### src/rtl/mips_multicycle_ctrl_if.sv
// Memory-port handshake between the multicycle controller and the shared memory.
interface mips_multicycle_ctrl_if;
  logic mem_req;
  logic mem_we;
  logic i_or_d;
  logic mem_ready;

  modport master (output mem_req, output mem_we, output i_or_d, input mem_ready);
  modport slave  (input mem_req, input mem_we, input i_or_d, output mem_ready);
endinterface

### src/rtl/mips_multicycle_ctrl.sv
// Multicycle MIPS main control FSM: Moore datapath decode, memory req/ready
// handshake with timeout, and a retired-instruction counter.
module mips_multicycle_ctrl #(
    parameter int unsigned TIMEOUT = 255,
    parameter int unsigned CNT_W   = 32
) (
    input  logic                        clk,
    input  logic                        rst,
    input  logic [5:0]                  opcode,
    input  logic                        zero,
    mips_multicycle_ctrl_if.master      mem,
    output logic                        ir_write,
    output logic                        mdr_write,
    output logic                        pc_en,
    output logic                        pc_src,
    output logic                        alu_src_a,
    output logic [1:0]                  alu_src_b,
    output logic                        ext_zero,
    output logic [2:0]                  alu_op,
    output logic                        reg_write,
    output logic                        reg_dst,
    output logic                        mem_to_reg,
    output logic                        illegal_op,
    output logic                        mem_err,
    output logic [CNT_W-1:0]            instr_count,
    output logic [3:0]                  state
);

    typedef enum logic [3:0] {
        S_FETCH     = 4'd0,
        S_DECODE    = 4'd1,
        S_MEM_ADDR  = 4'd2,
        S_MEM_READ  = 4'd3,
        S_MEM_WB    = 4'd4,
        S_MEM_WRITE = 4'd5,
        S_R_EXEC    = 4'd6,
        S_R_WB      = 4'd7,
        S_BRANCH    = 4'd8,
        S_I_EXEC    = 4'd9,
        S_I_WB      = 4'd10
    } state_t;

    localparam logic [15:0] WAIT_LAST = 16'(TIMEOUT - 1);
    localparam logic [CNT_W-1:0] CNT_ONE = {{(CNT_W-1){1'b0}}, 1'b1};

    state_t           state_q, state_d;
    logic [15:0]      wait_q, wait_d;
    logic [CNT_W-1:0] cnt_q, cnt_d;

    logic mem_req_c, mem_we_c, i_or_d_c;
    logic timeout, retire;

    always_ff @(posedge clk) begin
        if (rst) begin
            state_q <= S_FETCH;
            wait_q  <= '0;
            cnt_q   <= '0;
        end else begin
            state_q <= state_d;
            wait_q  <= wait_d;
            cnt_q   <= cnt_d;
        end
    end

    always_comb begin
        state_d    = state_q;
        mem_req_c  = 1'b0;
        mem_we_c   = 1'b0;
        i_or_d_c   = 1'b0;
        ir_write   = 1'b0;
        mdr_write  = 1'b0;
        pc_en      = 1'b0;
        pc_src     = 1'b0;
        alu_src_a  = 1'b0;
        alu_src_b  = 2'b00;
        ext_zero   = 1'b0;
        alu_op     = 3'b000;
        reg_write  = 1'b0;
        reg_dst    = 1'b0;
        mem_to_reg = 1'b0;
        illegal_op = 1'b0;
        mem_err    = 1'b0;
        timeout    = 1'b0;
        retire     = 1'b0;

        // Timeout only wins when ready is still low on the last allowed wait cycle.
        if (!mem.mem_ready && wait_q == WAIT_LAST &&
            (state_q == S_FETCH || state_q == S_MEM_READ || state_q == S_MEM_WRITE))
            timeout = 1'b1;

        unique case (state_q)
            S_FETCH: begin
                mem_req_c = 1'b1;
                alu_src_b = 2'b01;
                alu_op    = 3'b010;
                if (mem.mem_ready) begin
                    ir_write = 1'b1;
                    pc_en    = 1'b1;
                    state_d  = S_DECODE;
                end
            end
            S_DECODE: begin
                alu_src_b = 2'b11;
                alu_op    = 3'b010;
                case (opcode)
                    6'b000000:                     state_d = S_R_EXEC;
                    6'b100011, 6'b101011:          state_d = S_MEM_ADDR;
                    6'b000100:                     state_d = S_BRANCH;
                    6'b001000, 6'b001100, 6'b001101: state_d = S_I_EXEC;
                    default: begin
                        illegal_op = 1'b1;
                        state_d    = S_FETCH;
                    end
                endcase
            end
            S_MEM_ADDR: begin
                alu_src_a = 1'b1;
                alu_src_b = 2'b10;
                alu_op    = 3'b010;
                state_d   = (opcode == 6'b100011) ? S_MEM_READ : S_MEM_WRITE;
            end
            S_MEM_READ: begin
                mem_req_c = 1'b1;
                i_or_d_c  = 1'b1;
                if (mem.mem_ready) begin
                    mdr_write = 1'b1;
                    state_d   = S_MEM_WB;
                end
            end
            S_MEM_WB: begin
                reg_write  = 1'b1;
                mem_to_reg = 1'b1;
                state_d    = S_FETCH;
                retire     = 1'b1;
            end
            S_MEM_WRITE: begin
                mem_req_c = 1'b1;
                mem_we_c  = 1'b1;
                i_or_d_c  = 1'b1;
                if (mem.mem_ready) begin
                    state_d = S_FETCH;
                    retire  = 1'b1;
                end
            end
            S_R_EXEC: begin
                alu_src_a = 1'b1;
                alu_op    = 3'b100;
                state_d   = S_R_WB;
            end
            S_R_WB: begin
                reg_write = 1'b1;
                reg_dst   = 1'b1;
                state_d   = S_FETCH;
                retire    = 1'b1;
            end
            S_BRANCH: begin
                alu_src_a = 1'b1;
                alu_op    = 3'b011;
                pc_src    = 1'b1;
                pc_en     = zero;
                state_d   = S_FETCH;
                retire    = 1'b1;
            end
            S_I_EXEC, S_I_WB: begin
                // The IR still holds the opcode, so alu_op/ext_zero stay stable into writeback.
                case (opcode)
                    6'b001100: begin alu_op = 3'b000; ext_zero = 1'b1; end
                    6'b001101: begin alu_op = 3'b001; ext_zero = 1'b1; end
                    default:   begin alu_op = 3'b010; ext_zero = 1'b0; end
                endcase
                if (state_q == S_I_EXEC) begin
                    alu_src_a = 1'b1;
                    alu_src_b = 2'b10;
                    state_d   = S_I_WB;
                end else begin
                    reg_write = 1'b1;
                    state_d   = S_FETCH;
                    retire    = 1'b1;
                end
            end
            default: state_d = S_FETCH;
        endcase

        if (timeout) begin
            ir_write  = 1'b0;
            pc_en     = 1'b0;
            mdr_write = 1'b0;
            mem_err   = 1'b1;
            state_d   = S_FETCH;
        end

        wait_d = wait_q;
        if (mem_req_c && !mem.mem_ready)
            wait_d = wait_q + 16'd1;
        if (timeout || (state_d != state_q &&
            (state_d == S_FETCH || state_d == S_MEM_READ || state_d == S_MEM_WRITE)))
            wait_d = '0;

        cnt_d = retire ? cnt_q + CNT_ONE : cnt_q;

        if (rst) begin
            mem_req_c  = 1'b0;
            mem_we_c   = 1'b0;
            i_or_d_c   = 1'b0;
            ir_write   = 1'b0;
            mdr_write  = 1'b0;
            pc_en      = 1'b0;
            pc_src     = 1'b0;
            alu_src_a  = 1'b0;
            alu_src_b  = 2'b01;
            ext_zero   = 1'b0;
            alu_op     = 3'b010;
            reg_write  = 1'b0;
            reg_dst    = 1'b0;
            mem_to_reg = 1'b0;
            illegal_op = 1'b0;
            mem_err    = 1'b0;
        end
    end

    assign mem.mem_req  = mem_req_c;
    assign mem.mem_we   = mem_we_c;
    assign mem.i_or_d   = i_or_d_c;
    assign instr_count  = cnt_q;
    assign state        = rst ? S_FETCH : state_q;

endmodule

### src/flat_wrapper.sv
// flat-port wrapper written by rule: the top's interface ports become plain ports
module mips_multicycle_ctrl_flat 
#(
    parameter int unsigned TIMEOUT = 255,
    parameter int unsigned CNT_W   = 32
)
  (clk, rst, opcode, zero, ir_write, mdr_write, pc_en, pc_src, alu_src_a, alu_src_b, ext_zero, alu_op, reg_write, reg_dst, mem_to_reg, illegal_op, mem_err, instr_count, state, mem_mem_req, mem_mem_we, mem_i_or_d, mem_mem_ready);
  mips_multicycle_ctrl_if mem_i ();
  input  logic clk;
  input  logic rst;
  input  logic [5:0] opcode;
  input  logic zero;
  output logic ir_write;
  output logic mdr_write;
  output logic pc_en;
  output logic pc_src;
  output logic alu_src_a;
  output logic [1:0] alu_src_b;
  output logic ext_zero;
  output logic [2:0] alu_op;
  output logic reg_write;
  output logic reg_dst;
  output logic mem_to_reg;
  output logic illegal_op;
  output logic mem_err;
  output logic [CNT_W-1:0] instr_count;
  output logic [3:0] state;
  output wire logic [$bits(mem_i.mem_req)-1:0] mem_mem_req;
  output wire logic [$bits(mem_i.mem_we)-1:0] mem_mem_we;
  output wire logic [$bits(mem_i.i_or_d)-1:0] mem_i_or_d;
  input wire logic [$bits(mem_i.mem_ready)-1:0] mem_mem_ready;
  assign mem_mem_req = mem_i.mem_req;
  assign mem_mem_we = mem_i.mem_we;
  assign mem_i_or_d = mem_i.i_or_d;
  assign mem_i.mem_ready = mem_mem_ready;
  mips_multicycle_ctrl #(.TIMEOUT(TIMEOUT), .CNT_W(CNT_W)) u_core (.clk(clk), .rst(rst), .opcode(opcode), .zero(zero), .mem(mem_i), .ir_write(ir_write), .mdr_write(mdr_write), .pc_en(pc_en), .pc_src(pc_src), .alu_src_a(alu_src_a), .alu_src_b(alu_src_b), .ext_zero(ext_zero), .alu_op(alu_op), .reg_write(reg_write), .reg_dst(reg_dst), .mem_to_reg(mem_to_reg), .illegal_op(illegal_op), .mem_err(mem_err), .instr_count(instr_count), .state(state));
endmodule
### config.mk
export PLATFORM = sky130hd
export DESIGN_NAME = mips_multicycle_ctrl_flat
export DESIGN_NICKNAME = d
export VERILOG_FILES = /design/src/rtl/mips_multicycle_ctrl_if.sv /design/src/rtl/mips_multicycle_ctrl.sv /design/src/flat_wrapper.sv
export SDC_FILE = /design/constraint.sdc
export NUM_CORES = 1
export LEC_CHECK = 0
export CAP_MARGIN = 0
export CORE_ASPECT_RATIO = 1.1
export CORE_MARGIN = 4
export CORE_UTILIZATION = 50
export CTS_CLUSTER_DIAMETER = 40
export DETAILED_ROUTE_END_ITERATION = 12
export PLACE_DENSITY = 0.78
export SYNTH_ARGS = -nofsm -noshare
export SYNTH_HDL_FRONTEND = slang
export SYNTH_SLANG_ARGS = --single-unit
### constraint.sdc
create_clock -name clk -period 6.2 [get_ports clk]
set_clock_uncertainty 0.05 [all_clocks]
set_input_delay 1.24 -clock clk [delete_from_list [all_inputs] [get_ports clk]]
set_output_delay 1.24 -clock clk [all_outputs]
set_load 0.01 [all_outputs]
==> flow_metrics.env, run 1 <==
export IMPL_grt_pass1_wl_mm=12.8
export IMPL_viasPerCell=5.65
export IMPL_fill_cells=545
export IMPL_hold_viol=0
export IMPL_cp_max_fo=4
export IMPL_ctsHoldBuffers=0
export IMPL_first_pass_iters=4
export IMPL_synth_nets=405
export IMPL_synth_area_leaders="dfxtp_1, xnor2_1, nor2_1, nand2_1, nand4_1"
export IMPL_syn_inst=392
export IMPL_slew_headroom=0.300
export IMPL_cp_slowest_stage_delay_ps=520
export IMPL_cts_tree="built"
export IMPL_final_cells=522
export IMPL_vias=2949
export IMPL_criticalPathCategory="primary input to output port"
export IMPL_die_area_sq_mm=0.00758
export IMPL_critPathTopFamily="buffers and inverters"
export IMPL_setup_violations=0
export IMPL_vdd_ir_drop_max_uv=130
export IMPL_fmax_mhz=216
export IMPL_yosysTopAreaCell="dfxtp_1"
export IMPL_ys_flop_type="dfxtp_1"
export IMPL_clock_path_buffers=2
export IMPL_die_h_um=90.9
export IMPL_synth_most_common_cell="nor2_1"
export IMPL_worst_pin_slew_ps=1050
export IMPL_required_ps=4910
export IMPL_htreeDepth=2
export IMPL_ys_types=62
export IMPL_antenna_found_initial=0
export IMPL_netlist_area_sq_mm=0.00312
export IMPL_clockRootBuffer="clkbuf_8"
export IMPL_power_density_mw_per_mm2=157
export IMPL_num_antenna_cells=0
export IMPL_ys_async_sr_fraction=0
export IMPL_ys_seq_area_frac=0.333
export IMPL_cp_arrival_ps=3340
export IMPL_clkLatencyLatePin_ps=300
export IMPL_crit_slowest_cell="clkdlybuf4s50_1"
export IMPL_cts_buffers_inserted=5
export IMPL_finalCritPeriodShare=0.747
export IMPL_dieWidth_um=83.4
export IMPL_outcome="finished, final reports clean"
export IMPL_path_common_cell="clkdlybuf4s50_1"
export IMPL_overflow=0
export IMPL_core_rowCount=29
export IMPL_critPathCaptureType="output port"
export IMPL_power_static_leakage_nw=1.32
export IMPL_postCtsSetupBuffers=0
export IMPL_clock_sinks=52
export IMPL_numPortBuffers=64
export IMPL_slew_violations=0
export IMPL_initialDrtViolationCount=148
export IMPL_core_area_sq_mm=0.00591
export IMPL_crit_buf_inv=2
export IMPL_cts_clk_slew_worst_paths_ps=90
export IMPL_placedCellCount=514
export IMPL_cp_start_kind="primary input"
export IMPL_yosysTopAreaCellShare=0.333
export IMPL_rsz0062_at_grt="no"
export IMPL_fin_crit_ps=4630
export IMPL_path_cells="clkdlybuf4s50_1, nor3_1, nand3_1, nor4b_1, a21o_1, clkdlybuf4s50_1"
export IMPL_ff2ff_setup_slack_ps=2830
export IMPL_wirelength_mm=7.37
export IMPL_layout_setup_ws_ps=1570
export IMPL_num_nets_final=457
export IMPL_grt_use_total=0.198
export IMPL_syn_avg_cell_area_sq_um=7.97
export IMPL_cts_repair_resize_count=0
export IMPL_postRouteAntennaNets=0
export IMPL_io_pins=65
export IMPL_synth_edff_count=0
export IMPL_routabilityCongestion=0.873
export IMPL_grt_pass1_vias=2750
export IMPL_wl_per_cell_um=14.1
export IMPL_dp_slack_ps=1620
export IMPL_ys_warnings_count=0
export IMPL_min_delay_path_class="flip-flop to flip-flop"
export IMPL_maxCapViolations=0
export IMPL_synth_commonest_cells="nor2_1, dfxtp_1, nand2_1"
export IMPL_layout_drive_gt1_share=0.0831
export IMPL_dp_hpwl_mm=5.36
export IMPL_area_delta_synth_final_pct=23.4
export IMPL_fin_tns_setup_ps=0
export IMPL_ys_ff_latch=52
export IMPL_grt_max_degree=51
export IMPL_start_util=0.528
export IMPL_drc=0
[worst reg2reg max path: cells and delay by family (launching register included)]
| family | cells | cell delay, ps |
|---|---|---|
| compound gates | 1 | 760 |
| simple gates | 4 | 870 |
| flops | 1 | 910 |
| mux | 2 | 630 |
[power by group]
part / leakage (nW) / internal, mW / total, mW / switching [mW]
clock: 0.0516 / 0.0915 / 0.206 / 0.114
combinational: 0.851 / 0.0255 / 0.0587 / 0.0332
sequential: 0.419 / 0.336 / 0.341 / 0.00523
[layout by cell type, fill, tap and decap left out, drive strengths merged, types with 5 or more instances in the layout]
cell and n:
nand2b 6, nand3 17, clkdlybuf4s50 63, xnor2 24
nor2b 8, clkbuf 6, dfxtp 52, nand4 18
nor2 63, nand2 33, nor3 18, a21oi 16
xor2 9, and2 5, or3 11, inv 9
o21ai 16, and3 6, and4 6
[per-layer routing]
layer / wire length, um / vias to the layer above / GRT usage
met1: 3260 / 1403 / 0.242
met4: 65 / 0 / 0.0463
met3: 290 / 6 / 0.0319
met2: 3760 / 63 / 0.361
met5: 0 / - / 0
li1: - / 1477 / -
[flip-flops by register name, summed over array words and instances (netlist names)]
register / cells
u_core.wait_q: 16
u_core.state_q: 4
u_core.instr_count: 32
[worst paths after layout]
check | startpoint | to | cells past startpoint
setup reg to reg | u_core.state_q[0] | u_core.wait_q[3] | 7
setup / recovery | opcode[1] | alu_op[0] | 6
hold reg to reg | u_core.instr_count[24] | u_core.instr_count[24] | 2
hold / removal | u_core.instr_count[24] | u_core.instr_count[24] | 2
[cells by family after synthesis]
logic type	Yosys count	share of synthesized area
adders and majority gates	5	0.0184
AOI/OAI and AO/OA	52	0.115
DFF	52	0.333
muxes	6	0.0232
and+or+nand+nor	215	0.370
buffers and inverters	29	0.0452
xor gates and xnor gates	33	0.0949
[area by class of cell]
type	count	area, sq um	share of cell area
clock inverters	2	13.8	0.00357
inverters	8	30.0	0.00779
repair buffers	66	651	0.169
flip-flops and latches	52	1040	0.270
clock buffers	6	82.6	0.0214
multi-input cells	311	1940	0.504
well taps	77	96.3	0.0250
[through the flow]
| stage | hold slack, ps | area [sq um] | power (mW) | utilization |
|---|---|---|---|---|
| floorplan | 464 | 3120 | 0.390 | - |
| global placement | 430 | 3760 | 0.406 | 0.636 |
| detailed placement | 458 | 3760 | 0.407 | 0.636 |
| CTS | 473 | 3860 | 0.613 | 0.652 |
| global route | 489 | 3860 | 0.629 | 0.652 |
| finish | 470 | 3860 | 0.605 | 0.652 |
No activity file was read; power rests on OpenSTA's default activity.
==> inputs of run 2 (changes only) <==
Clock period 6.2 ns to 4.31 ns, I/O delays scaled along.
==> flow_metrics.env, run 2 (synthesis results as in run 1) <==
export IMPL_setup_violations=0
export IMPL_wl_met2_mm=3.46
export IMPL_wl_per_cell_um=13.4
export IMPL_criticalPathCategory="primary input to output port"
export IMPL_ctsHoldBuffers=0
export IMPL_path_common_cell="clkdlybuf4s50_1"
export IMPL_power_static_leakage_nw=1.35
export IMPL_reg2reg_depth=9
export IMPL_slew_headroom=0.467
export IMPL_postRouteAntennaNets=0
export IMPL_hold_viol=0
export IMPL_top_layer="met4"
export IMPL_grt_pass1_vias=2599
export IMPL_required_ps=3400
export IMPL_wirelength_met1_mm=3.19
export IMPL_vdd_ir_drop_max_uv=181
export IMPL_fin_crit_ps=3850
export IMPL_start_util=0.528
export IMPL_final_cell_mix="clkdlybuf4s50_1, nor2_1, dfxtp_1"
export IMPL_rsz0062_at_grt="no"
export IMPL_worstSetupPathDepth=6
export IMPL_cts_clk_slew_worst_paths_ps=100
export IMPL_first_pass_iters=5
export IMPL_clock_sinks=52
export IMPL_min_path_cells=2
export IMPL_num_antenna_cells=0
export IMPL_final_common_cell="clkdlybuf4s50_1"
export IMPL_num_nets_final=460
export IMPL_cts_buffers_inserted=5
export IMPL_dieWidth_um=83.4
export IMPL_path_cells="clkdlybuf4s50_1, nor3_1, nand3_1, nor4b_1, a21o_1, clkdlybuf4s50_1"
export IMPL_clock_path_buffers=2
export IMPL_cp_max_fo=4
export IMPL_fill_cells=492
export IMPL_grt_max_degree=37
export IMPL_dp_hpwl_mm=5.08
export IMPL_numPortBuffers=64
export IMPL_wl_met3_um=322
export IMPL_fin_tns_setup_ps=0
export IMPL_initialDrtViolationCount=133
export IMPL_die_h_um=90.9
export IMPL_viasPerCell=5.45
export IMPL_total_power_uw=981
export IMPL_clockRootBuffer="clkbuf_8"
export IMPL_fmax_mhz=260
export IMPL_grt_use_total=0.185
export IMPL_io_pins=65
export IMPL_die_area_sq_mm=0.00758
export IMPL_finalCritPeriodShare=0.893
export IMPL_outcome="finished, final reports clean"
export IMPL_overflow=0
export IMPL_htreeDepth=2
export IMPL_startpoint="opcode[1]"
export IMPL_area_delta_synth_final_pct=25.5
export IMPL_critPathTopFamily="buffers and inverters"
export IMPL_core_rowCount=29
export IMPL_slew_violations=0
export IMPL_worst_pin_slew_ps=798
export IMPL_cp_slowest_stage_delay_ps=520
export IMPL_hold_start="u_core.instr_count[24]"
export IMPL_routabilityCongestion=0.867
export IMPL_r2r_start="u_core.state_q[0]"
export IMPL_hold_ws_ps=457
export IMPL_grt_pass1_wl_mm=12.1
export IMPL_postCtsSetupBuffers=0
export IMPL_maxCapViolations=0
export IMPL_cts_repair_resize_count=0
export IMPL_vias=2861
export IMPL_layout_drive_gt1_share=0.0893
export IMPL_drc=0
export IMPL_crit_slowest_cell="clkdlybuf4s50_1"
export IMPL_crit_buf_inv=2
export IMPL_clkLatencyLatePin_ps=310
export IMPL_min_delay_path_class="flip-flop to flip-flop"
export IMPL_critPathCaptureType="output port"
export IMPL_wirelength_mm=7.06
export IMPL_largest_reg_flops=32
export IMPL_cts_tree="built"
export IMPL_cp_arrival_ps=2940
export IMPL_cp_start_kind="primary input"
export IMPL_antenna_found_initial=0
export IMPL_power_density_mw_per_mm2=250
export IMPL_core_area_sq_mm=0.00591
==> run 2: cell types whose count changed in the layout (fill, tap and decap cells not counted), sizes merged <==
cell / delta
buf: +3
clkbuf: -1
bufinv: +2
clkinv: -1
==> run 2: report_power, final <==
| group | switching (mW) | internal, mW |
|---|---|---|
| clock network | 0.169 | 0.234 |
| logic | 0.0502 | 0.0394 |
| registers | 0.00546 | 0.483 |
| total | 0.225 | 0.756 |
==> run 2: cell type report <==
type                    instances  area (sq um)  area share
clock buffers                   5          68.8      0.0176
repair buffers                 69           673       0.172
inverters                       8          30.0     0.00766
well taps                      77          96.3      0.0246
clock inverters                 3          68.8      0.0176
flip-flops and latches         52          1040       0.266
multi-input cells             311          1940       0.495
==> run 2: metrics by stage <==
stage | worst slack [ps] | cells | instance area (sq um) | utilization
after floorplan | 1330 | 392 | 3120 | -
after global placement | 558 | 517 | 3780 | 0.640
after detailed placement | 488 | 517 | 3780 | 0.640
after CTS | 489 | 525 | 3920 | 0.663
after global routing | 295 | 525 | 3920 | 0.663
final | 459 | 525 | 3920 | 0.663
==> run 2: tightest hold or removal path, stage by stage, from the launching register on <==
cell and delay [ps]:
dfxtp_1 340, o21ai_0 70, a21oi_1 60
==> run 2: final timing paths <==
check,slack [ps],to
min reg2reg,460,u_core.instr_count[24]
min,460,u_core.instr_count[24]
max,460,alu_op[0]
max reg2reg,1460,u_core.wait_q[3]
==> run 2: per-layer routing <==
metal  global-route usage  up-vias
met4               0.0422        0
li1                     -     1482
met5                    0        -
met3               0.0301        8
met2                0.322       76
met1                0.241     1295
